<file path="src/rtl/per_req_fanout_tracker.sv">
// Routes one request stream to one of two branches and tracks in-flight transactions
// so that a branch switch only happens after the old branch has drained. Optional macro: PE_FANOUT_ERR_CHECK_EN.
module per_req_fanout_tracker #(
  parameter int ADDR_WIDTH      = 32,
  parameter int DATA_WIDTH      = 32,
  parameter int BE_WIDTH        = DATA_WIDTH/8,
  parameter int ID_WIDTH        = 4,
  parameter int SEL_BIT         = 10,
  parameter int MAX_OUTSTANDING = 4,
  parameter int CNT_WIDTH       = $clog2(MAX_OUTSTANDING+1)
) (
  input  logic                  clk,
  input  logic                  rst_n,
  input  logic                  data_req_i,
  input  logic [ADDR_WIDTH-1:0] data_add_i,
  input  logic                  data_wen_i,
  input  logic [DATA_WIDTH-1:0] data_wdata_i,
  input  logic [BE_WIDTH-1:0]   data_be_i,
  input  logic [ID_WIDTH-1:0]   data_ID_i,
  output logic                  data_gnt_o,
  output logic                  data_req0_o,
  output logic                  data_req1_o,
  output logic [ADDR_WIDTH-1:0] data_add_o,
  output logic                  data_wen_o,
  output logic [DATA_WIDTH-1:0] data_wdata_o,
  output logic [BE_WIDTH-1:0]   data_be_o,
  output logic [ID_WIDTH-1:0]   data_ID_o,
  input  logic                  data_gnt0_i,
  input  logic                  data_gnt1_i,
  input  logic                  data_r_valid0_i,
  input  logic                  data_r_valid1_i,
  output logic [CNT_WIDTH-1:0]  outstanding_o,
  output logic                  err_o
);

  // state   | meaning
  // ST_IDLE | nothing in flight, either branch may be granted
  // ST_OUT0 | transactions in flight on branch 0
  // ST_OUT1 | transactions in flight on branch 1
  typedef enum logic [1:0] {ST_IDLE, ST_OUT0, ST_OUT1} state_t;

  state_t               r_state, w_state_nxt;
  logic [CNT_WIDTH-1:0] r_cnt, w_cnt_nxt;
  logic                 r_dest, w_dest_nxt;

  logic w_tgt, w_not_full, w_allow, w_acc, w_rsp_any, w_ret;

  assign data_add_o   = data_add_i;
  assign data_wen_o   = data_wen_i;
  assign data_wdata_o = data_wdata_i;
  assign data_be_o    = data_be_i;
  assign data_ID_o    = data_ID_i;

  assign w_tgt      = data_add_i[SEL_BIT];
  // Full blocks grant regardless of a same-cycle retire, keeping r_valid off the grant path.
  assign w_not_full = (r_cnt < CNT_WIDTH'(MAX_OUTSTANDING));
  assign w_allow    = data_req_i & w_not_full & ((r_state == ST_IDLE) | (w_tgt == r_dest));

  assign data_req0_o = w_allow & ~w_tgt;
  assign data_req1_o = w_allow &  w_tgt;
  assign data_gnt_o  = w_allow & (w_tgt ? data_gnt1_i : data_gnt0_i);

  assign w_acc     = data_gnt_o;
  assign w_rsp_any = data_r_valid0_i | data_r_valid1_i;
  assign w_ret     = w_rsp_any & (r_cnt != '0);

  assign outstanding_o = r_cnt;

  always_comb begin
    w_cnt_nxt   = r_cnt;
    w_dest_nxt  = r_dest;
    w_state_nxt = r_state;
    if (w_acc) begin
      w_dest_nxt = w_tgt;
    end
    if (w_acc && !w_ret) begin
      w_cnt_nxt = r_cnt + CNT_WIDTH'(1);
    end else if (!w_acc && w_ret) begin
      w_cnt_nxt = r_cnt - CNT_WIDTH'(1);
    end
    case (r_state)
      ST_IDLE: begin
        if (w_acc) w_state_nxt = w_tgt ? ST_OUT1 : ST_OUT0;
      end
      ST_OUT0, ST_OUT1: begin
        if (!w_acc && w_ret && (r_cnt == CNT_WIDTH'(1))) w_state_nxt = ST_IDLE;
      end
      default: w_state_nxt = ST_IDLE;
    endcase
  end

  always_ff @(posedge clk or negedge rst_n) begin
    if (!rst_n) begin
      r_state <= ST_IDLE;
      r_cnt   <= '0;
      r_dest  <= 1'b0;
    end else begin
      r_state <= w_state_nxt;
      r_cnt   <= w_cnt_nxt;
      r_dest  <= w_dest_nxt;
    end
  end

`ifdef PE_FANOUT_ERR_CHECK_EN
  logic r_err;
  logic w_err_ev;

  assign w_err_ev = (w_rsp_any & (r_cnt == '0))
                  | (data_r_valid0_i & data_r_valid1_i)
                  | ((r_cnt != '0) & (r_dest ? data_r_valid0_i : data_r_valid1_i));

  always_ff @(posedge clk or negedge rst_n) begin
    if (!rst_n) begin
      r_err <= 1'b0;
    end else if (w_err_ev) begin
      r_err <= 1'b1;
    end
  end

  assign err_o = r_err;
`else
  assign err_o = 1'b0;
`endif

endmodule

</file>
<file path="config.mk">
export PLATFORM = sky130hd
export DESIGN_NAME = per_req_fanout_tracker
export DESIGN_NICKNAME = d
export VERILOG_FILES = /design/src/rtl/per_req_fanout_tracker.sv
export SDC_FILE = /design/constraint.sdc
export NUM_CORES = 1
export LEC_CHECK = 0
export ABC_AREA = 0
export CELL_PAD_IN_SITES_DETAIL_PLACEMENT = 0
export CELL_PAD_IN_SITES_GLOBAL_PLACEMENT = 1
export CORE_UTILIZATION = 12
export DETAILED_ROUTE_END_ITERATION = 10
export PLACE_DENSITY_LB_ADDON = 0.1
export SETUP_SLACK_MARGIN = 0.3
export SLEW_MARGIN = 20
export SYNTH_ARGS = -nofsm -noshare
export SYNTH_HDL_FRONTEND = slang
export SYNTH_SLANG_ARGS = --single-unit
</file>
<file path="constraint.sdc">
create_clock -name clk -period 1.8 [get_ports clk]
set_input_delay 0.27 -clock clk [delete_from_list [all_inputs] [get_ports clk]]
set_output_delay 0.27 -clock clk [all_outputs]
set_load 0.01 [all_outputs]
</file>
==> reports/qor.txt, run 1 <==
DRT iter0 DRCs: 19
Post-Synthesis Cell Area: 1070 um^2
final hold viol count: 0
setup tns final: 0 ns
critical path's most frequent cell: inv_2
most common cell after layout, fill and taps aside: buf_4
Max Slew Vio Count: 0
most frequent cells in the layout: buf_4, dlygate4sd2_1, inv_2, nand2_1
Seq cells post-synth: 6
Synthesized Nets: 218
crit path kind: flop to flop
Num Clock Sinks: 6
Max Clk Rate: 642 MHz
Startpoint Class: flop
die width: 96.6 um
ANT nets after route: 0
I/O Buffers: 14
post-synthesis sequential area ratio: 0.140
cell family with most CP delay: compound AO/OA/AOI/OAI gates
pwr/cell area: 1470 nW/um^2
final wirelength: 2190 um
share of cells above drive strength 1: 0.516
critical-path cell list: inv_2, ha_2, a21o_1, inv_2, ha_4, nand3b_4, a2111o_1, o211ai_2
routed length per instance: 10.9 um
gr usage total: 0.0493
core area: 8680 um^2
cell count after synthesis: 131
hold buffers post-CTS: 0
I/O pin count: 160
Max VDD drop: 441 uV
Final min period: 1.56 ns
Reg clk slew, reported paths: 0.04 ns
cts bufs inserted: 3
CP Buf/Inv Count: 2
Final setup viols: 0
slowest library cell on the worst path: a2111o_1
Hold Path Class: input pin to asynchronous set/reset pin
cell row count: 34
Routability Congestion: 0.668
status: complete, no violations
Yosys cell types: 23
drt first pass iters: 4
clk_skew: 0.00573 ns
leakage: 0.452 nW
grt ovf: 0
H-tree levels: 1
via count: 593
first-pass GRT wire length: 3430 um
overall power: 1.53 mW
first element of the critical path: outstanding_o[0]
Total Die Area: 9330 um^2
area added between synthesis and finish: -2.91%
antenna violations before repair: 0
slowest cell delay on critical path: 0.38 ns
max cap viols: 0
Clk Latency, worst-skew pair: 0.23 ns
Critical R2R Launch: outstanding_o[0]
Tcrit/Tclk final: 0.865
antenna cells: 0
Vias/cell: 2.95
Crit. End Element: flop
CTS tree: done
Clock Tree Root: clkbuf_8
Chip Height: 96.6 um
DP Wirelength: 1790 um
largest net degree at the start of global routing: 7
vias in the first global route: 673
DRC viols: 0
maximum clock path buffer count: 2
RSZ-0062 raised after global routing: true
YS warnings: 0
Nets: 181
Worst EP required: 1.95 ns
fill count: 1041
Syn Area/Cell: 8.19 um^2
WP data arrival: 1.70 ns
Initial Util: 0.124
CP Max Fanout: 3
## synth_stat cells
master	count	area [um^2]
buf_4	75	563
ha_1	7	87.6
inv_1	7	26.3
dfrtp_1	6	150
nand2_1	5	18.8
o21ai_0	5	25.0
nor2_1	4	15.0
nand3_1	3	15.0
xnor2_1	3	26.3
a2111o_1	2	22.5
mux2i_1	2	20.0
a21o_1	1	7.51
and4b_2	1	11.3
buf_2	1	5.00
conb_1	1	3.75
nand2b_2	1	8.76
nand3b_4	1	20.0
nor2b_1	1	6.26
nor3_1	1	5.00
o211ai_1	1	7.51
o211ai_2	1	12.5
o21a_1	1	7.51
xor2_1	1	8.76
## flip-flops by register name (all words and copies together), names as in the netlist
signal	flops
r_dest	1
outstanding_o	3
r_state	2
## final cells by class
type | count | area [um^2] | share of cell area
clock buffers | 4 | 45.0 | 0.0432
inverters | 7 | 26.3 | 0.0252
multi-input cells | 42 | 417 | 0.400
flip-flops and latches | 6 | 153 | 0.146
well taps | 108 | 135 | 0.130
repair buffers | 34 | 267 | 0.256
## power by group
part           internal (mW)  switching [mW]  total [mW]
combinational          0.586           0.476        1.06
clock                  0.154          0.0712       0.225
sequential             0.205          0.0425       0.247
## metal layers
metal / track usage / share of wire / vias to the layer above / routed length (um)
met3: 0.0305 / 0.15 / 16 / 330
met1: 0.0553 / 0.37 / 269 / 808
met2: 0.0745 / 0.46 / 44 / 998
met4: 0.0208 / 0.022 / 0 / 48
li1: - / - / 264 / -
met5: 0 / 0 / - / 0
## cell families (layout without fill, tap and decap cells)
kind of cell | Yosys count | count (layout) | synth area share
adder cells (fa/ha/maj) | 7 | 7 | 0.0816
AND/OR/NAND/NOR | 17 | 17 | 0.0932
XOR/XNOR | 4 | 4 | 0.0326
AO/OA/AOI/OAI | 11 | 11 | 0.0769
flip-flops | 6 | 6 | 0.140
other | 1 | 1 | 0.00349
multiplexers | 2 | 2 | 0.0186
buffers and inverters | 83 | 45 | 0.554
## worst paths after layout
check	to	slack (ns)	cells past startpoint
max	r_state[0]	0.24	8
max reg2reg	r_state[0]	0.24	8
max in group asynchronous	outstanding_o[0]	1.19	1
min in group clk	data_ID_o[2]	0.54	0
min reg2reg	outstanding_o[0]	0.59	2
min	outstanding_o[1]	0.32	1
## worst register-to-register path, stage by stage, from the launching register on
cell	delay, ns
dfrtp_2	0.35
inv_2	0.04
ha_2	0.17
a21o_1	0.20
inv_2	0.07
ha_4	0.13
nand3b_4	0.08
a2111o_1	0.38
o211ai_2	0.06
## through the flow
step                       util  cells  instance area (um^2)  hold WS, ns  worst slack [ns]
after floorplan               -    131                  1090      -0.0256             0.161
after global placement    0.103    190                   895        0.540            -0.361
after detailed placement  0.103    190                   895        0.540            -0.422
after CTS                 0.118    201                  1020        0.332             0.175
after global routing      0.120    201                  1040        0.347             0.136
final                     0.120    201                  1040        0.324             0.243
## what timing repair did
action,in CTS,in global routing
gates resized for setup,31,10
hold endpoints to repair,0,0
setup endpoints to repair,12,7
pin swaps,5,3
setup buffers,7,0
No activity file was read; power rests on OpenSTA's default activity.
==> run 2, diff against run 1 <==
--- a/config.mk
+++ b/config.mk
@@ -17,2 +17,3 @@
 export SYNTH_HDL_FRONTEND = slang
 export SYNTH_SLANG_ARGS = --single-unit
+export TNS_END_PERCENT = 1
==> constraint.sdc (replaced) <==
create_clock -name clk -period 1.8 [get_ports clk]
set_input_delay 0.27 -clock clk [delete_from_list [all_inputs] [get_ports clk]]
set_output_delay 0.27 -clock clk [all_outputs]
set_load 0.005 [all_outputs]
==> reports/qor.txt, run 2 (same netlist as run 1, synthesis figures left out) <==
status: complete, no violations
Internal Power: 0.907 mW
via count: 577
max cap viols: 0
DRT iter0 DRCs: 13
Reg2Reg Depth: 8
RSZ-0062 raised after global routing: true
drt first pass iters: 4
area added between synthesis and finish: -2.21%
DRC viols: 0
Chip Height: 96.6 um
Max Clk Rate: 632 MHz
I/O Buffers: 14
leakage: 0.455 nW
Clock power frac: 0.143
Clock Tree Root: clkbuf_8
die width: 96.6 um
Net Switching: 0.537 mW
Reg area: 150 um^2
core area: 8680 um^2
Initial Util: 0.124
H-tree levels: 1
cell row count: 34
most common cell after layout, fill and taps aside: buf_4
max reg flops: 3
hold buffers post-CTS: 0
Vias/cell: 2.87
critical path's most frequent cell: buf_4
CP Max Fanout: 3
Routability Congestion: 0.602
multi-input logic area: 405 um^2
largest net degree at the start of global routing: 7
share of cells above drive strength 1: 0.441
Core Util, Final: 0.121
grt ovf: 0
most frequent cells in the layout: buf_4, clkdlybuf4s50_1, dfrtp_1, nand2_1
critical-path cell list: buf_4, buf_4, clkdlybuf4s50_1
Max VDD drop: 331 uV
Clk Latency, worst-skew pair: 0.22 ns
Final setup viols: 0
pwr/cell area: 1380 nW/um^2
CTS tree: done
Crit. End Element: primary output
final hold viol count: 0
crit path kind: flop to primary output
I/O pin count: 160
Max Slew Vio Count: 0
cts bufs inserted: 3
Hold Path Class: input pin to asynchronous set/reset pin
maximum clock path buffer count: 2
slowest cell delay on critical path: 0.45 ns
Nets: 182
clk_skew: 0.000612 ns
Sw Ratio: 0.372
final wirelength: 2160 um
setup tns final: 0 ns
fill count: 1027
ANT nets after route: 0
first-pass GRT wire length: 3380 um
Startpoint Class: flop
antenna cells: 0
sequential power share: 0.170
vias in the first global route: 694
Total Die Area: 9330 um^2
gr usage total: 0.0489
Tcrit/Tclk final: 0.879
Num Clock Sinks: 6
Reg clk slew, reported paths: 0.04 ns
WP data arrival: 1.31 ns
routed length per instance: 10.8 um
DP Wirelength: 1770 um
logic gate share of total power: 0.687
overall power: 1.44 mW
antenna violations before repair: 0
slowest library cell on the worst path: clkdlybuf4s50_1
Worst EP required: 1.53 ns
Final min period: 1.58 ns
## run 2: cell count changes in the layout (fill, tap and decap cells not counted), moves of 2 or more
cell             delta
buf_2               -3
clkdlybuf4s50_1     +3
dlygate4sd2_1       -3
clkdlybuf4s15_1     +2
dfrtp_1             +2
dfrtp_2             -2
inv_1               +2
inv_2               -2
o21ai_0             +2
## run 2: power groups by stage
stage | clock, mW | combinational [mW] | sequential [mW]
after floorplan | 0 | 0.563 | 0.259
after global placement | 0 | 0.838 | 0.244
after detailed placement | 0 | 0.816 | 0.245
after CTS | 0.217 | 1.02 | 0.249
after global routing | 0.225 | 1.12 | 0.257
final | 0.207 | 0.991 | 0.246
## run 2: path summary, 6_finish.rpt
path                                  startpoint               end  slack, ns
worst max-delay path            outstanding_o[1]  outstanding_o[1]       0.22
worst min-delay path                       rst_n        r_state[1]       0.33
worst max register to register  outstanding_o[0]        r_state[0]       0.22
worst min register to register  outstanding_o[0]  outstanding_o[0]       0.60
max in group asynchronous                  rst_n  outstanding_o[1]       1.21
min in group clk                  data_add_i[10]            r_dest       0.52
## run 2: critical path, delay by kind of cell (launching register included)
family   cells  cell delay, ns
buf+inv      3            0.71
flops        1            0.38
## run 2: what timing repair did
| item | in CTS | in global routing |
|---|---|---|
| gates cloned | 0 | 0 |
| buffers inserted | 9 | 0 |
| setup endpoints to repair | 10 | 10 |
| resized for setup | 26 | 4 |
| endpoints found under the hold margin | 0 | 0 |
| pin swaps | 4 | 2 |
## run 2: area by class of cell
cell class | count | share of cell area
multi-input combinational | 42 | 0.386
sequential | 6 | 0.143
tap | 108 | 0.129
timing repair buffer | 35 | 0.278
clock buffer | 3 | 0.0393
inverter | 7 | 0.0250
## run 2: per-stage QoR
stage          hold WS (ns)  instance area (um^2)  setup WS [ns]  std cells
6_report              0.328                  1050          0.218        201
5_1_grt               0.358                  1050          0.128        201
4_1_cts               0.348                  1030          0.159        201
3_5_place_dp          0.540                   878         -0.347        189
3_3_place_gp          0.540                   878         -0.326        189
2_1_floorplan       -0.0256                  1080          0.156        131
## run 2: per-layer routing
layer	vias up	part of all wire	track usage
li1	264	-	-
met1	262	0.40	0.0516
met2	31	0.45	0.0798
met3	20	0.13	0.0258
met4	0	0.027	0.0233
met5	-	0	0
==> run 3, diff against run 2 <==
Settings changed: CORE_MARGIN from default to 2.
==> reports/qor.txt, run 3 (same netlist as run 1, synthesis figures left out) <==
status: complete, no violations
max cap viols: 0
dpl cell area: 886 um^2
I/O Buffers: 14
cell family with most CP delay: compound AO/OA/AOI/OAI gates
Min Hold Slack: 0.316 ns
Reg clk slew, reported paths: 0.04 ns
Clock power frac: 0.135
Internal Power: 0.942 mW
Max Slew Vio Count: 0
slowest library cell on the worst path: a2111o_1
largest net degree at the start of global routing: 7
core area: 8680 um^2
overall power: 1.50 mW
CP Buf/Inv Count: 2
Final min period: 1.64 ns
clk_skew: 0.000440 ns
Sw Ratio: 0.372
cell row count: 34
pwr/cell area: 1420 nW/um^2
die width: 98.6 um
via count: 567
ANT nets after route: 0
DP Wirelength: 1870 um
Worst EP required: 1.95 ns
final hold viol count: 0
Max VDD drop: 343 uV
Final setup viols: 0
I/O pin count: 160
crit path kind: flop to flop
Startpoint Class: flop
Tcrit/Tclk final: 0.911
Vias/cell: 2.84
DRT iter0 DRCs: 25
Nets: 181
first-pass GRT wire length: 3590 um
max reg flops: 3
Clk Latency, worst-skew pair: 0.22 ns
maximum clock path buffer count: 2
Core Util, Final: 0.122
share of cells above drive strength 1: 0.446
design area: 1060 um^2
critical path's most frequent cell: ha_4
Chip Height: 98.6 um
sequential power share: 0.166
most common cell after layout, fill and taps aside: buf_4
cts bufs inserted: 3
slowest cell delay on critical path: 0.42 ns
Hold Path Class: input pin to asynchronous set/reset pin
RSZ-0062 raised after global routing: true
Crit. End Element: flop
vias in the first global route: 659
grt ovf: 0
H-tree levels: 1
logic gate share of total power: 0.699
routed length per instance: 11.4 um
gr usage total: 0.0464
DRC viols: 0
leakage: 0.454 nW
Clock Tree Root: clkbuf_8
Routability Congestion: 0.618
area added between synthesis and finish: -1.52%
CP Max Fanout: 4
drt first pass iters: 2
Net Switching: 0.558 mW
critical-path cell list: inv_2, ha_4, buf_6, o21ai_4, ha_4, nand3b_4, a2111o_1, nand3_1
most frequent cells in the layout: buf_4, clkdlybuf4s50_1, nand2_1, dlygate4sd2_1, dfrtp_1
CTS tree: done
Num Clock Sinks: 6
final wirelength: 2270 um
Max Clk Rate: 610 MHz
Total Die Area: 9720 um^2
WP data arrival: 1.79 ns
antenna violations before repair: 0
Initial Util: 0.124
antenna cells: 0
-- run 3: repair_timing --
item | 4_1_cts | 5_1_grt
pin swaps | 5 | 5
hold buffers | 0 | 0
hold endpoints to repair | 0 | 0
setup endpoints to repair | 10 | 11
gates resized for setup | 19 | 10
setup buffers | 6 | 1
-- run 3: per-stage QoR --
step | instances | setup slack, ns | setup TNS [ns]
6_report | 200 | 0.160 | 0
5_1_grt | 200 | 0.0807 | 0
2_1_floorplan | 131 | 0.156 | 0
4_1_cts | 199 | 0.103 | 0
3_3_place_gp | 190 | -0.324 | -1.72
3_5_place_dp | 190 | -0.352 | -1.80
-- run 3: layer usage --
metal	GRT usage	routed length (um)	up-vias
met1	0.0496	892	252
met4	0.0190	52	0
met5	0	0	-
met2	0.0727	1040	37
met3	0.0305	288	16
li1	-	-	262
-- run 3: area by class of cell --
cell class,instances,area [um^2]
inverters,7,26.3
repair buffers,34,293
clock buffers,3,41.3
fillers,1014,7620
flip-flops and latches,6,151
well taps,108,135
multi-input cells,42,410
-- run 3: worst paths after layout --
kind	from	endpoint	slack [ns]	cells after the start
worst max-delay path	r_state[1]	r_state[1]	0.16	8
worst min-delay path	rst_n	r_state[0]	0.32	1
worst max register to register	r_state[1]	r_state[1]	0.16	8
worst min register to register	outstanding_o[0]	outstanding_o[0]	0.58	2
max in group asynchronous	rst_n	r_dest	1.22	1
min in group clk	data_ID_i[0]	data_ID_o[0]	0.54	0
-- run 3: power by group through the flow --
| stage | clock [mW] | sequential, mW | combinational [mW] |
|---|---|---|---|
| after floorplan | 0 | 0.259 | 0.563 |
| after global placement | 0 | 0.242 | 0.863 |
| after detailed placement | 0 | 0.240 | 0.836 |
| after CTS | 0.213 | 0.245 | 1.02 |
| after global routing | 0.230 | 0.257 | 1.17 |
| final | 0.202 | 0.250 | 1.05 |
